==> src/rtl/posit_defines.sv <==
// Shared constants, the serialized accumulator value layout and helpers
// for the posit16 (es=2) output stage.
package posit_defines;

  // Fraction width of the raw accumulator value (hidden bit excluded).
  localparam int FBITS_ACCUM = 24;
  // {sgn, scale[7:0], fraction, inf, zero}
  localparam int POSIT_SERIALIZED_WIDTH_ACCUM_ES2 = 1 + 8 + FBITS_ACCUM + 2;

  typedef struct packed {
    logic                   sgn;
    logic [7:0]             scale;     // two's complement
    logic [FBITS_ACCUM-1:0] fraction;
    logic                   inf;
    logic                   zero;
  } value_accum;

  localparam logic [15:0] POSIT16_ES2_MAXPOS    = 16'h7FFF;
  localparam logic [15:0] POSIT16_ES2_MINPOS    = 16'h0001;
  localparam logic [15:0] POSIT16_NAR           = 16'h8000;
  localparam int          POSIT16_ES2_MAX_SCALE = 56;

  // Largest regime shift after the scale clamp (|k| <= 14).
  localparam int REGIME_SHIFT_MAX = 14;
  // Working field: 2 regime seed bits, 2 exponent bits, fraction, shift room.
  localparam int FIELD_W = 4 + FBITS_ACCUM + REGIME_SHIFT_MAX;

  // How a value is turned into a posit once it leaves the unpack stage.
  typedef enum logic [2:0] {
    KIND_NORMAL,
    KIND_NAR,
    KIND_ZERO,
    KIND_SAT_MAX,
    KIND_SAT_MIN
  } round_kind_e;

  // Logical right shift that fills the vacated MSBs with 'fill'.
  function automatic logic [FIELD_W-1:0] shift_right(input logic [FIELD_W-1:0] val,
                                                     input logic [3:0]         amt,
                                                     input logic               fill);
    logic [FIELD_W-1:0] mask;
    mask = ~({FIELD_W{1'b1}} >> amt);
    return (val >> amt) | (fill ? mask : '0);
  endfunction

endpackage

==> src/rtl/posit_accum_round_16_rne.sv <==
// Combinational 15-bit round-to-nearest-even incrementer. The result is
// kept inside [minpos, maxpos] so a nonzero value never becomes 0 or NaR.
module posit_round_rne
  import posit_defines::*;
(
  input  logic [14:0] mag,
  input  logic        guard,
  input  logic        sticky,
  output logic [14:0] rounded
);

  logic [15:0] sum;
  logic        inc;

  // Round up on more-than-half, or on an exact half when the lsb is odd.
  always_comb begin
    inc     = guard & (mag[0] | sticky);
    sum     = {1'b0, mag} + {15'd0, inc};
    rounded = sum[14:0];
    if (sum[15]) begin
      rounded = POSIT16_ES2_MAXPOS[14:0];
    end else if (sum[14:0] == 15'd0) begin
      rounded = POSIT16_ES2_MINPOS[14:0];
    end
  end

endmodule

==> src/rtl/posit_accum_round_16.sv <==
// Three-stage encoder from the raw accumulator value to a posit16 (es=2):
// S1 unpack/clamp, S2 regime placement and guard/sticky, S3 round and sign.
module posit_accum_round_16
  import posit_defines::*;
#(
  parameter int N  = 16,
  parameter int ES = 2
) (
  input  logic                                        clk,
  input  logic                                        rst,
  input  logic                                        in_valid,
  input  logic [POSIT_SERIALIZED_WIDTH_ACCUM_ES2-1:0] in_data,
  input  logic                                        in_truncated,
  output logic                                        out_valid,
  output logic [N-1:0]                                out_posit,
  output logic                                        out_inexact,
  output logic                                        out_nar
);

  value_accum        in_v;
  logic signed [7:0] in_scale;
  round_kind_e       s1_kind_next;

  assign in_v     = value_accum'(in_data);
  assign in_scale = $signed(in_v.scale);

  // ---------------- S1: unpack, special cases, scale clamp -------------
  logic                   s1_valid_reg;
  round_kind_e            s1_kind_reg;
  logic                   s1_sgn_reg;
  logic                   s1_kneg_reg;
  logic [3:0]             s1_amt_reg;
  logic [ES-1:0]          s1_e_reg;
  logic [FBITS_ACCUM-1:0] s1_frac_reg;
  logic                   s1_trunc_reg;

  // Classify the incoming value; inf wins over zero, both over the clamp.
  always_comb begin
    s1_kind_next = KIND_NORMAL;
    if (in_v.inf) begin
      s1_kind_next = KIND_NAR;
    end else if (in_v.zero) begin
      s1_kind_next = KIND_ZERO;
    end else if (int'(in_scale) > POSIT16_ES2_MAX_SCALE) begin
      s1_kind_next = KIND_SAT_MAX;
    end else if (int'(in_scale) < -POSIT16_ES2_MAX_SCALE) begin
      s1_kind_next = KIND_SAT_MIN;
    end
  end

  // Stage-1 valid; anything other than a clean 1 is treated as idle.
  always_ff @(posedge clk) begin
    if (rst) begin
      s1_valid_reg <= 1'b0;
    end else if (in_valid) begin
      s1_valid_reg <= 1'b1;
    end else begin
      s1_valid_reg <= 1'b0;
    end
  end

  // Stage-1 data. k = scale>>>2 fits in 5 bits once clamped, so its sign is
  // scale[7] and its low bits are scale[5:2]. The regime shift is k for
  // k>=0 and -k-1 (= ~k) for k<0.
  always_ff @(posedge clk) begin
    if (in_valid) begin
      s1_kind_reg  <= s1_kind_next;
      s1_sgn_reg   <= in_v.sgn;
      s1_kneg_reg  <= in_scale[7];
      s1_amt_reg   <= in_scale[5:2] ^ {4{in_scale[7]}};
      s1_e_reg     <= in_scale[ES-1:0];
      s1_frac_reg  <= in_v.fraction;
      s1_trunc_reg <= in_truncated;
    end
  end

  // ---------------- S2: regime placement, guard and sticky -------------
  logic               s2_valid_reg;
  round_kind_e        s2_kind_reg;
  logic               s2_sgn_reg;
  logic [14:0]        s2_mag_reg;
  logic               s2_guard_reg;
  logic               s2_sticky_reg;
  logic               s2_trunc_reg;
  logic               s2_clamp_reg;
  logic [FIELD_W-1:0] s2_field;
  logic [14:0]        s2_mag_next;
  logic               s2_guard_next;
  logic               s2_sticky_next;
  logic               s2_clamp_next;

  // Seed "10" (k>=0) or "01" (k<0) ahead of e and fraction, then shift in
  // copies of the leading regime bit to stretch the run to its length.
  always_comb begin
    s2_field = shift_right({~s1_kneg_reg, s1_kneg_reg, s1_e_reg, s1_frac_reg,
                            {REGIME_SHIFT_MAX{1'b0}}},
                           s1_amt_reg, ~s1_kneg_reg);
    s2_mag_next    = s2_field[FIELD_W-1 -: 15];
    s2_guard_next  = s2_field[FIELD_W-16];
    s2_sticky_next = |s2_field[FIELD_W-17:0];
    s2_clamp_next  = 1'b0;
    if (s1_kind_reg == KIND_SAT_MAX) begin
      s2_mag_next    = POSIT16_ES2_MAXPOS[14:0];
      s2_guard_next  = 1'b0;
      s2_sticky_next = 1'b0;
      s2_clamp_next  = 1'b1;
    end else if (s1_kind_reg == KIND_SAT_MIN) begin
      s2_mag_next    = POSIT16_ES2_MINPOS[14:0];
      s2_guard_next  = 1'b0;
      s2_sticky_next = 1'b0;
      s2_clamp_next  = 1'b1;
    end
  end

  // Stage-2 valid follows stage 1.
  always_ff @(posedge clk) begin
    if (rst) begin
      s2_valid_reg <= 1'b0;
    end else begin
      s2_valid_reg <= s1_valid_reg;
    end
  end

  // Stage-2 data loads only behind a valid stage-1 value.
  always_ff @(posedge clk) begin
    if (s1_valid_reg) begin
      s2_kind_reg   <= s1_kind_reg;
      s2_sgn_reg    <= s1_sgn_reg;
      s2_mag_reg    <= s2_mag_next;
      s2_guard_reg  <= s2_guard_next;
      s2_sticky_reg <= s2_sticky_next;
      s2_trunc_reg  <= s1_trunc_reg;
      s2_clamp_reg  <= s2_clamp_next;
    end
  end

  // ---------------- S3: round, sign, output register --------------------
  logic [14:0]  s3_rounded;
  logic [N-1:0] out_posit_next;
  logic         out_inexact_next;
  logic         out_nar_next;

  // Truncation from the accumulator only marks the result inexact; it never
  // steers the rounding direction.
  posit_round_rne u_round (
    .mag     (s2_mag_reg),
    .guard   (s2_guard_reg),
    .sticky  (s2_sticky_reg),
    .rounded (s3_rounded)
  );

  // Apply the sign and the NaR/zero overrides.
  always_comb begin
    out_posit_next   = s2_sgn_reg ? (~{1'b0, s3_rounded} + 16'd1) : {1'b0, s3_rounded};
    out_inexact_next = s2_guard_reg | s2_sticky_reg | s2_trunc_reg | s2_clamp_reg;
    out_nar_next     = 1'b0;
    if (s2_kind_reg == KIND_NAR) begin
      out_posit_next   = POSIT16_NAR;
      out_inexact_next = 1'b0;
      out_nar_next     = 1'b1;
    end else if (s2_kind_reg == KIND_ZERO) begin
      out_posit_next   = '0;
      out_inexact_next = s2_trunc_reg;
    end
  end

  // Output registers hold their last value between results.
  always_ff @(posedge clk) begin
    if (rst) begin
      out_valid   <= 1'b0;
      out_posit   <= '0;
      out_inexact <= 1'b0;
      out_nar     <= 1'b0;
    end else begin
      out_valid <= s2_valid_reg;
      if (s2_valid_reg) begin
        out_posit   <= out_posit_next;
        out_inexact <= out_inexact_next;
        out_nar     <= out_nar_next;
      end
    end
  end

endmodule
==> config.mk <==
export PLATFORM = sky130hd
export DESIGN_NAME = posit_accum_round_16
export DESIGN_NICKNAME = d
export VERILOG_FILES = /design/src/rtl/posit_defines.sv /design/src/rtl/posit_accum_round_16_rne.sv /design/src/rtl/posit_accum_round_16.sv
export SDC_FILE = /design/constraint.sdc
export NUM_CORES = 1
export LEC_CHECK = 0
export BUFFER_PORTS_ARGS = -buffer_cell sky130_fd_sc_hd__buf_2
export CAP_MARGIN = 0
export CELL_PAD_IN_SITES_DETAIL_PLACEMENT = 0
export CELL_PAD_IN_SITES_GLOBAL_PLACEMENT = 1
export CORE_MARGIN = 10
export CORE_UTILIZATION = 51
export CTS_BUF_LIST = sky130_fd_sc_hd__clkbuf_4
export DETAILED_ROUTE_END_ITERATION = 7
export PLACE_DENSITY = 0.9
export SETUP_SLACK_MARGIN = 0.3
export SYNTH_ARGS = -nofsm -noshare
export SYNTH_HDL_FRONTEND = slang
export SYNTH_SLANG_ARGS = --single-unit
export TNS_END_PERCENT = 20
==> constraint.sdc <==
create_clock -name clk -period 6.2 [get_ports clk]
set_input_delay 0.31 -clock clk [delete_from_list [all_inputs] [get_ports clk]]
set_output_delay 0.31 -clock clk [all_outputs]
set_load 0.05 [all_outputs]
==> results of run 1 <==
## per-stage QoR
step / power [mW] / instances / instance area [um^2] / util / setup slack (ns)
2_1_floorplan: 0.893 / 474 / 4690 / - / 2.98
3_3_place_gp: 0.961 / 607 / 4990 / 0.564 / 2.68
3_5_place_dp: 0.967 / 607 / 4990 / 0.564 / 2.49
4_1_cts: 1.26 / 623 / 5130 / 0.579 / 2.45
5_1_grt: 1.34 / 629 / 5190 / 0.586 / 2.16
6_report: 1.26 / 629 / 5190 / 0.586 / 2.41
## worst max-delay path: cells and delay by family, from the launching register on
family                   cells  cell delay (ns)
adder cells (fa/ha/maj)      2             0.61
AO/OA/AOI/OAI                4             0.92
flip-flops                   1             0.51
AND/OR/NAND/NOR              7             1.69
## area by class of cell
cell class	instances	area share
inverter	11	0.00796
multi-input combinational	351	0.450
timing repair buffer	63	0.0666
tap	108	0.0260
clock inverter	7	0.0137
sequential	80	0.423
clock buffer	9	0.0130
## power breakdown
| part | internal (mW) | switching [mW] | total [mW] |
|---|---|---|---|
| sequential | 0.626 | 0.0654 | 0.692 |
| combinational | 0.113 | 0.156 | 0.270 |
| clock | 0.0961 | 0.202 | 0.298 |
| total | 0.836 | 0.423 | 1.26 |
## cells in the mapped netlist, types with 6 or more instances
| library cell | count |
|---|---|
| nand3_1 | 12 |
| xor2_1 | 8 |
| mux2i_1 | 18 |
| nor2_1 | 45 |
| edfxtp_1 | 59 |
| nor2b_1 | 8 |
| a31oi_1 | 11 |
| o21ai_1 | 6 |
| mux4_2 | 6 |
| dfxtp_1 | 21 |
| xnor2_1 | 14 |
| inv_1 | 9 |
| o21ai_0 | 32 |
| o211ai_1 | 7 |
| a21oi_1 | 32 |
| and3_1 | 7 |
| nand2_1 | 35 |
| nor3_1 | 19 |
| clkbuf_1 | 27 |
| nand4_1 | 9 |
## worst max-delay path by stage
| stage | startpoint | end | slack (ns) | cells past startpoint |
|---|---|---|---|---|
| after floorplan | s2_guard_reg | out_posit[14] | 2.98 | 14 |
| after global placement | s2_guard_reg | out_posit[12] | 2.68 | 13 |
| after detailed placement | s2_guard_reg | out_posit[12] | 2.49 | 13 |
| after CTS | s2_guard_reg | out_posit[12] | 2.45 | 13 |
| after global routing | s2_mag_reg[2] | out_posit[14] | 2.16 | 11 |
| final | s2_guard_reg | out_posit[12] | 2.41 | 13 |
## cell families after synthesis
logic type                 Yosys count  synth area share
AOI/OAI and AO/OA                  130             0.185
muxes                               28            0.0768
and+or+nand+nor                    168             0.187
DFF                                 80             0.467
xor gates and xnor gates            22            0.0411
adders and majority gates            3           0.00800
buffers and inverters               43            0.0352
## metal layers
| metal | wire (um) | global-route usage |
|---|---|---|
| met1 | 4560 | 0.197 |
| met4 | 203 | 0.0559 |
| met5 | 0 | 0 |
| met3 | 543 | 0.0419 |
| met2 | 4920 | 0.265 |
==> results.md, run 1 <==
- Tcrit/Tclk final: 0.611
- Largest net degree at the start of global routing: 38
- Peak VDD IR: 0.176 mV
- GRT Residual Overflow: 0
- Final Hold Slack: 0.0393 ns
- RSZ-0062 raised after global routing: false
- Syn avg cell area: 9.90 um^2
- Final ANT Viol Nets: 0
- Cell taking the most area after synthesis: edfxtp_1
- Initial antenna violation count: 0
- DR DRC count: 0
- Critical Path End Type: register
- Syn nets: 516
- Core area: 0.00885 mm^2
- TritonRoute pass-1 iters: 5
- R2r startpoint: s2_guard_reg
- Hold Path End: s1_frac_reg[4]
- GR Util All Layers: 0.160
- Top-area cell type share of the netlist area: 0.378
- Reg2Reg Depth: 13
- Max Transition Viols Final: 0
- Critical path's slowest cell: or4b_4
- P per Cell Area: 243 mW/mm^2
- Worst Tran Pin Value: 1.03 ns
- Leak pwr: 1.91 nW
- Hold Vio Cnt, Final: 0
- HP Class: input port to register
- Synthesized instance count: 474
- Via count: 3756
- Status: complete, no violations
- CP Max Fanout: 12
- Initial core utilization: 0.530
- Worst r2r dst: out_posit[12]
- Post-detail-place hpwl: 7760 um
- Synth warn: 0
- First-iteration detailed-routing DRC count: 237
- Total of max-cap violations: 0
- Post-CTS Setup Inserts: 0
- Clk buf depth: 2
- Register area: 0.00219 mm^2
- Post-Route WL: 10200 um
- Share of cells above drive strength 1: 0.188
- Critical Path RT: 6.56 ns
- Worst skew pair latency: 0.43 ns
- Crit path DAT: 4.14 ns
- TritonCTS clock tree: yes
- Slew headroom: 0.310
- Reg clk slew, reported paths: 0.16 ns
- Vias in the first global route: 3712
- Die width: 116 um
- Post-cts resize count: 0
- IO Port Bufs: 57
- Seq/Total Area, Yosys: 0.467
- Critical Path Source Type: register
- Hold wc startpoint: in_data[6]
- Largest stage delay, worst path: 0.52 ns
- Ys flop type: edfxtp_1
- DIE AREA: 0.0134 mm^2
- Avg WL per Cell: 16.3 um
- # nets final: 558
- Syn Std Cell Area: 0.00469 mm^2
- Most common cell after layout, fill and taps aside: edfxtp_1
- Fmax: 0.264 GHz
- Die H: 116 um
- Area Growth Syn to Fin: 10.6%
- Antenna cell count: 0
- Min-Delay Path Depth: 1
- TritonCTS Buffers: 9
- Most frequent cells in the layout: edfxtp_1, buf_2, nor2_1
- H-tree depth: 3
- Total negative slack: 0 ns
- Finish-stage setup viols: 0
- Multi-input gate area: 0.00233 mm^2
- Max reg flops: 24
- Vias per cell: 5.97
- Synth Register Bits: 80
- CP Class: register to register
- Cts hold-fix bufs: 0
- First-pass GRT wire length: 17500 um
- Synth top area cells: edfxtp_1, dfxtp_1, mux2i_1
- Post-synth EDFFs: 59
- Crit-path cells: and2_1 > ha_1 > nand2_1 > or4b_4 > a2111oi_4 > a31o_2 > a31oi_1 > nor2b_1 > ha_1 > nand4_1 > nor3_1 > nand3b_1 > a31oi_1
- CTS root buf: clkbuf_4
- IO Pins: 58
- GPL Wtd Cong: 0.899
- Worst R2R Setup Slack: 2.41 ns
- Layout fillers: 791
- Ys async rst share: 0
- Final Skew: 0.0337 ns
- CTS Sinks: 80
- Yosys cell types: 67
- Fin crit period: 3.79 ns
- Rows: 34
Power figures use the tool's default switching activity.
==> run 2: changes to the inputs <==
- CORE_UTILIZATION: 51 -> 47
- PLACE_DENSITY: 0.9 -> 0.84
- clock period: 6.2 -> 3.5 ns (I/O delays scaled with it)
==> results.md, run 2 (synthesis results as in run 1) <==
- Antenna cell count: 0 (unchanged)
- Final Hold Slack: 0.0328 ns (-0.00659 ns)
- DR DRC count: 0 (unchanged)
- Status: complete, no violations
- Worst skew pair latency: 0.46 ns (+0.03 ns)
- Largest net degree at the start of global routing: 38 (unchanged)
- DIE AREA: 0.0144 mm^2 (+7.0%)
- Final Skew: 0.0317 ns (-0.00198 ns)
- IO Port Bufs: 57 (unchanged)
- Reg clk slew, reported paths: 0.16 ns (about the same)
- Vias per cell: 5.68 (-5.0%)
- Area Growth Syn to Fin: 21.1%
- H-tree depth: 3 (unchanged)
- Most frequent cells in the layout: edfxtp_1, buf_2, nor2_1
- Worst Tran Pin Value: 0.998 ns (-0.0366 ns)
- TritonCTS Buffers: 9 (unchanged)
- Worst r2r dst: out_posit[10]
- Via count: 3973 (+5.8%)
- Vias in the first global route: 3999 (+7.7%)
- Hold wc startpoint: in_data[1]
- First-iteration detailed-routing DRC count: 289 (+22%)
- Min-Delay Path Depth: 2 (+1)
- Total of max-cap violations: 0 (unchanged)
- Die width: 120 um (+3.5%)
- Tcrit/Tclk final: 0.886 (+0.275)
- Total negative slack: 0 ns (unchanged)
- Avg WL per Cell: 16.6 um (+1.9%)
- DP Area: 0.00513 mm^2 (+2.9%)
- Layout fillers: 883 (+12%)
- GR Util All Layers: 0.163 (+0.00289)
- CTS Sinks: 80 (unchanged)
- P per Cell Area: 416 mW/mm^2 (+71%)
- Fin crit period: 3.10 ns (-0.688 ns)
- Die H: 120 um (+3.5%)
- Leak pwr: 2.13 nW (+12%)
- TritonRoute pass-1 iters: 5 (unchanged)
- Hold Path End: s1_kind_reg[1]
- Critical Path End Type: register
- Rows: 36 (+5.9%)
- Hold Vio Cnt, Final: 0 (unchanged)
- TritonCTS clock tree: yes
- Share of cells above drive strength 1: 0.226 (+0.0376)
- Finish-stage setup viols: 0 (unchanged)
- RSZ-0062 raised after global routing: true
- Post-Route WL: 11600 um (+13%)
- Fmax: 0.323 GHz (+22%)
- CP Class: register to register
- Final ANT Viol Nets: 0 (unchanged)
- GRT Residual Overflow: 0 (unchanged)
- Max reg flops: 24 (unchanged)
- Post-detail-place hpwl: 8160 um (+5.2%)
- Max Transition Viols Final: 0 (unchanged)
- Slew headroom: 0.334 (+0.0235)
- Reg2Reg Depth: 14 (+1)
- Initial core utilization: 0.482 (-0.0480)
- HP Class: input port to register
- Most common cell after layout, fill and taps aside: edfxtp_1
- Core area: 0.00973 mm^2 (+10%)
- # nets final: 604 (+8.2%)
- R2r startpoint: s2_mag_reg[0]
- Peak VDD IR: 0.267 mV (+52%)
- Critical Path Source Type: register
- CTS root buf: clkbuf_4
- Initial antenna violation count: 0 (unchanged)
- CP Max Fanout: 5 (-7)
- Critical Path RT: 3.92 ns (-2.64 ns)
- Finished Cell Area: 0.00568 mm^2 (+9.5%)
- First-pass GRT wire length: 19400 um (+10%)
- GPL Wtd Cong: 0.900 (about the same)
- Crit path DAT: 3.52 ns (-0.62 ns)
- Clk buf depth: 2 (unchanged)
- Worst R2R Setup Slack: 0.40 ns (-2.01 ns)
- IO Pins: 58 (unchanged)
- Total Power: 2.36 mW (+87%)
==> run 2: changes by cell type in the layout (fill, tap and decap cells not counted), moves of 2 or more <==
cell / change
buf_4: +24
dlygate4sd3_1: +22
ha_1: -2
ha_4: +2
inv_8: -2
==> run 2: timing repair <==
item / CTS / global route
endpoints found under the hold margin: 28 / 0
gates resized for setup: 3 / 9
pin swaps: 3 / 8
hold buffers: 28 / 0
setup buffers: 4 / 5
endpoints found under the setup margin: 7 / 7
==> run 2: area by class of cell <==
type | instances | area (um^2) | share of cell area
clock buffer | 9 | 67.6 | 0.0119
clock inverter | 7 | 76.3 | 0.0134
inverter | 11 | 41.3 | 0.00727
multi-input combinational | 351 | 2390 | 0.421
sequential | 80 | 2190 | 0.386
tap | 133 | 166 | 0.0293
timing repair buffer | 109 | 746 | 0.131
==> run 2: report_power, final <==
| group | switching, mW | internal [mW] |
|---|---|---|
| clock | 0.356 | 0.226 |
| sequential | 0.0886 | 1.11 |
| combinational | 0.326 | 0.255 |
| total | 0.771 | 1.59 |
==> run 2: layer usage <==
layer	vias to the layer above	track usage	routed length, um
met4	0	0.0558	233
met2	103	0.277	5770
met5	-	0	0
li1	1976	-	-
met1	1879	0.195	5030
met3	15	0.0431	565
==> run 2: how the worst max path moves through the flow <==
| stage | start | slack (ns) | cells after the start | end |
|---|---|---|---|---|
| after floorplan | s2_guard_reg | 0.36 | 13 | out_posit[12] |
| after global placement | s2_mag_reg[0] | 0.29 | 13 | out_posit[12] |
| after detailed placement | s2_mag_reg[0] | 0.15 | 13 | out_posit[12] |
| after CTS | s2_mag_reg[10] | 0.29 | 11 | out_posit[14] |
| after global routing | s2_mag_reg[0] | 0.27 | 14 | out_posit[10] |
| final | s2_mag_reg[0] | 0.40 | 14 | out_posit[10] |
==> run 2: metrics by stage <==
| step | util | setup slack, ns | std cells |
|---|---|---|---|
| 2_1_floorplan | - | 0.359 | 474 |
| 3_3_place_gp | 0.528 | 0.287 | 647 |
| 3_5_place_dp | 0.528 | 0.145 | 647 |
| 4_1_cts | 0.575 | 0.288 | 695 |
| 5_1_grt | 0.584 | 0.267 | 700 |
| 6_report | 0.584 | 0.400 | 700 |
==> run 2: critical path, cell delays in order (launching register included) <==
cell	delay, ns
edfxtp_1	0.44
and2_4	0.17
ha_4	0.17
nand2_2	0.07
or4b_4	0.48
a2111oi_4	0.40
a31o_2	0.20
a31oi_4	0.09
nor2b_4	0.17
ha_4	0.20
nand4_1	0.17
buf_4	0.16
o211ai_1	0.07
o31a_1	0.15
o21ai_1	0.10
==> run 3: changes to the inputs <==
- CORE_UTILIZATION: 47 -> 48
- PLACE_DENSITY: 0.84 -> 0.85
- SYNTH_HIERARCHICAL: not set -> 1
==> results.md, run 3 <==
- Fin crit period: 3.15 ns (+0.0524 ns)
- Post-synth EDFFs: 59 (unchanged)
- DR DRC count: 0 (unchanged)
- Via count: 3837 (-3.4%)
- Register share of total power: 0.522 (+0.015)
- Final ANT Viol Nets: 0 (unchanged)
- Top-area cell type share of the netlist area: 0.360 (-0.0171)
- Largest net degree at the start of global routing: 45 (+18%)
- DIE AREA: 0.0147 mm^2 (+2.1%)
- Clock power share: 0.202 (-0.044)
- Pre-CTS setup slack: 0.112 ns (-0.0336 ns)
- First-iteration detailed-routing DRC count: 256 (-11%)
- Peak VDD IR: 0.280 mV (+4.7%)
- Synth top area cells: edfxtp_1, dfxtp_1, mux4_2
- Critical Path Source Type: register
- CP startpoint: s2_sticky_reg
- Seq/Total Area, Yosys: 0.446 (-0.0212)
- TritonRoute pass-1 iters: 4 (-1)
- TritonCTS Buffers: 9 (unchanged)
- Largest stage delay, worst path: 0.56 ns (+0.08 ns)
- HP Class: input port to register
- GR Util All Layers: 0.153 (-0.0101)
- Max Transition Viols Final: 0 (unchanged)
- TritonCTS clock tree: yes
- Worst r2r dst: out_posit[13]
- Syn avg cell area: 10.3 um^2 (+4.1%)
- Finish-stage setup viols: 0 (unchanged)
- Die H: 121 um (+1.1%)
- Leak pwr: 2.16 nW (+1.7%)
- Synthesized instance count: 477 (+0.63%)
- Largest family of logic cells by synthesized area: simple AND/OR/NAND/NOR gates
- Total of max-cap violations: 0 (unchanged)
- Reg2Reg Depth: 12 (-2)
- CP Max Fanout: 9 (+4)
- Initial antenna violation count: 0 (unchanged)
- Mux cell area share after synthesis: 0.100 (+0.0235)
- Most frequent cells in the layout: edfxtp_1, buf_2, nor2_1
- Combinational power share: 0.276 (+0.030)
- Cell taking the most area after synthesis: edfxtp_1
- Synth Area in Compound Gates: 0.164 (-0.0211)
- Avg WL per Cell: 16.0 um (-3.5%)
- Ys async rst share: 0 (unchanged)
- Cell Int Power: 1.55 mW (-2.8%)
- Critical path's slowest cell: or4_4
- Antenna cell count: 0 (unchanged)
- R2r startpoint: s2_sticky_reg
- Synth Area in Adders: 0.0102 (+0.00218)
- Initial core utilization: 0.498 (+0.0160)
- Xor/xnor cell area share of the yosys netlist: 0.0535 (+0.0124)
- Switching Power: 755 uW (-2.1%)
- Critical Path RT: 3.88 ns (-0.04 ns)
- RSZ-0062 raised after global routing: true
- Worst skew pair latency: 0.43 ns (-0.03 ns)
- Core area: 0.00986 mm^2 (+1.4%)
- Total Power: 2.30 mW (-2.6%)
- Vias in the first global route: 3798 (-5.0%)
- Ys flop type: edfxtp_1
- Commonest cells in the netlist: edfxtp_1, nor2_1, nand2_1, a21oi_1, nor2b_1
- Post-synthesis simple-gate area fraction: 0.182 (-0.00515)
- CTS Sinks: 80 (unchanged)
- Slew headroom: 0.395 (+0.0608)
- P per Cell Area: 401 mW/mm^2 (-3.6%)
- Synth Register Bits: 80 (unchanged)
- First-pass GRT wire length: 18300 um (-5.4%)
- Hold Path End: s1_amt_reg[0]
- Hold Vio Cnt, Final: 0 (unchanged)
- Tcrit/Tclk final: 0.901 (+0.0150)
- Final Skew: 0.0319 ns (+0.000215 ns)
- Cell with the most instances after synthesis: edfxtp_1
- Yosys cell types: 74 (+10%)
- Final Worst Setup Slack: 0.348 ns (-0.0524 ns)
- Die width: 121 um (+1.1%)
- GPL Wtd Cong: 0.885 (-1.6%)
- Fmax: 0.317 GHz (-1.7%)
- Most common cell after layout, fill and taps aside: edfxtp_1
- Rows: 36 (unchanged)
- Hold wc startpoint: in_data[28]
- IO Pins: 58 (unchanged)
- GRT Residual Overflow: 0 (unchanged)
- # nets final: 594 (-1.7%)
- Reg clk slew, reported paths: 0.14 ns (-0.02 ns)
- Crit path DAT: 3.53 ns (about the same)
- IO Port Bufs: 57 (unchanged)
- Post-detail-place hpwl: 7610 um (-6.7%)
- Critical Path End Type: register
- Switching Fraction: 0.328 (+0.00170)
- Worst R2R Setup Slack: 0.35 ns (-0.05 ns)
- CTS root buf: clkbuf_4
- Share of cells above drive strength 1: 0.243 (+0.0171)
- Syn nets: 520 (+0.78%)
- Min-Delay Path Depth: 2 (unchanged)
- Post-Route WL: 11000 um (-5.0%)
- Syn Std Cell Area: 0.00491 mm^2 (+4.7%)
- Area Growth Syn to Fin: 16.9%
- CP Class: register to register
- Vias per cell: 5.57 (-1.9%)
- Max reg flops: 24 (unchanged)
- Clk buf depth: 2 (unchanged)
- H-tree depth: 3 (unchanged)
- Total negative slack: 0 ns (unchanged)
- Crit-path cells: o21a_1 > ha_4 > and4_4 > and2_1 > nand3_1 > buf_4 > nand2_1 > or4_4 > o41ai_4 > and3_1 > o21ai_1 > a21oi_1
- Status: complete, no violations
- Worst Tran Pin Value: 0.907 ns (-0.0910 ns)
- Synth warn: 6 (+6)
[run 3: changes by cell type in the layout (fill, tap and decap cells not counted), moves of 6 or more]
cell	before	now
mux2i_1	18	11
buf_4	24	8
nor2b_1	7	22
nand4_1	9	3
a31oi_1	10	3
nor3_1	18	8
mux2_2	4	16
o21ai_0	31	18
nand3_1	12	6
[run 3: worst max-delay path by stage]
| stage | to |
|---|---|
| 3_5_place_dp | out_posit[12] |
| 2_1_floorplan | out_posit[6] |
| 6_report | out_posit[13] |
| 5_1_grt | out_posit[12] |
| 4_1_cts | out_posit[6] |
| 3_3_place_gp | out_posit[12] |
[run 3: cells by family after synthesis]
kind of cell	Yosys count
adder cells (fa/ha/maj)	4
flip-flops	80
buffers and inverters	44
AND/OR/NAND/NOR	168
multiplexers	36
AO/OA/AOI/OAI	115
XOR/XNOR	30
[run 3: cell type report]
type	instances	area (um^2)
tap	133	166
fill	836	4120
timing repair buffer	94	636
multi-input combinational	353	2590
clock buffer	9	67.6
sequential	80	2190
clock inverter	7	46.3
inverter	13	48.8
[run 3: timing repair]
item                                   CTS  global route
setup buffers                            1             3
hold buffers                            29             0
endpoints found under the hold margin   29             0
setup endpoints to repair                8            12
gates resized for setup                  5            10
pin swaps                                1             7
[run 3: power by group through the flow]
stage	registers [mW]	logic (mW)	clock network, mW
after floorplan	1.22	0.447	0
after detailed placement	1.22	0.576	0
final	1.20	0.634	0.466
after CTS	1.20	0.614	0.480
after global placement	1.21	0.575	0
after global routing	1.22	0.702	0.523
[run 3: worst max-delay path, delay by kind of cell (launching register included)]
kind,cells,cell delay [ns]
simple gates,6,1.51
compound gates,4,0.81
flops,1,0.40
buf+inv,1,0.20
fa+ha+maj,1,0.19
[run 3: metrics by stage]
step | cell area, um^2 | hold slack (ns) | cells | util
3_3_place_gp | 5230 | 0.351 | 640 | 0.530
2_1_floorplan | 4910 | 0.274 | 477 | -
3_5_place_dp | 5230 | 0.353 | 640 | 0.530
4_1_cts | 5660 | 0.0158 | 686 | 0.574
6_report | 5740 | 0.0606 | 689 | 0.582
5_1_grt | 5740 | 0.0304 | 689 | 0.582
[run 3: routing by layer]
layer  global-route usage  vias to the layer above  part of all wire
met1                0.161                     1812              0.40
met2                0.279                       71              0.54
li1                     -                     1937                 -
met3               0.0386                       17             0.037
met4               0.0686                        0             0.022
met5                    0                        -                 0
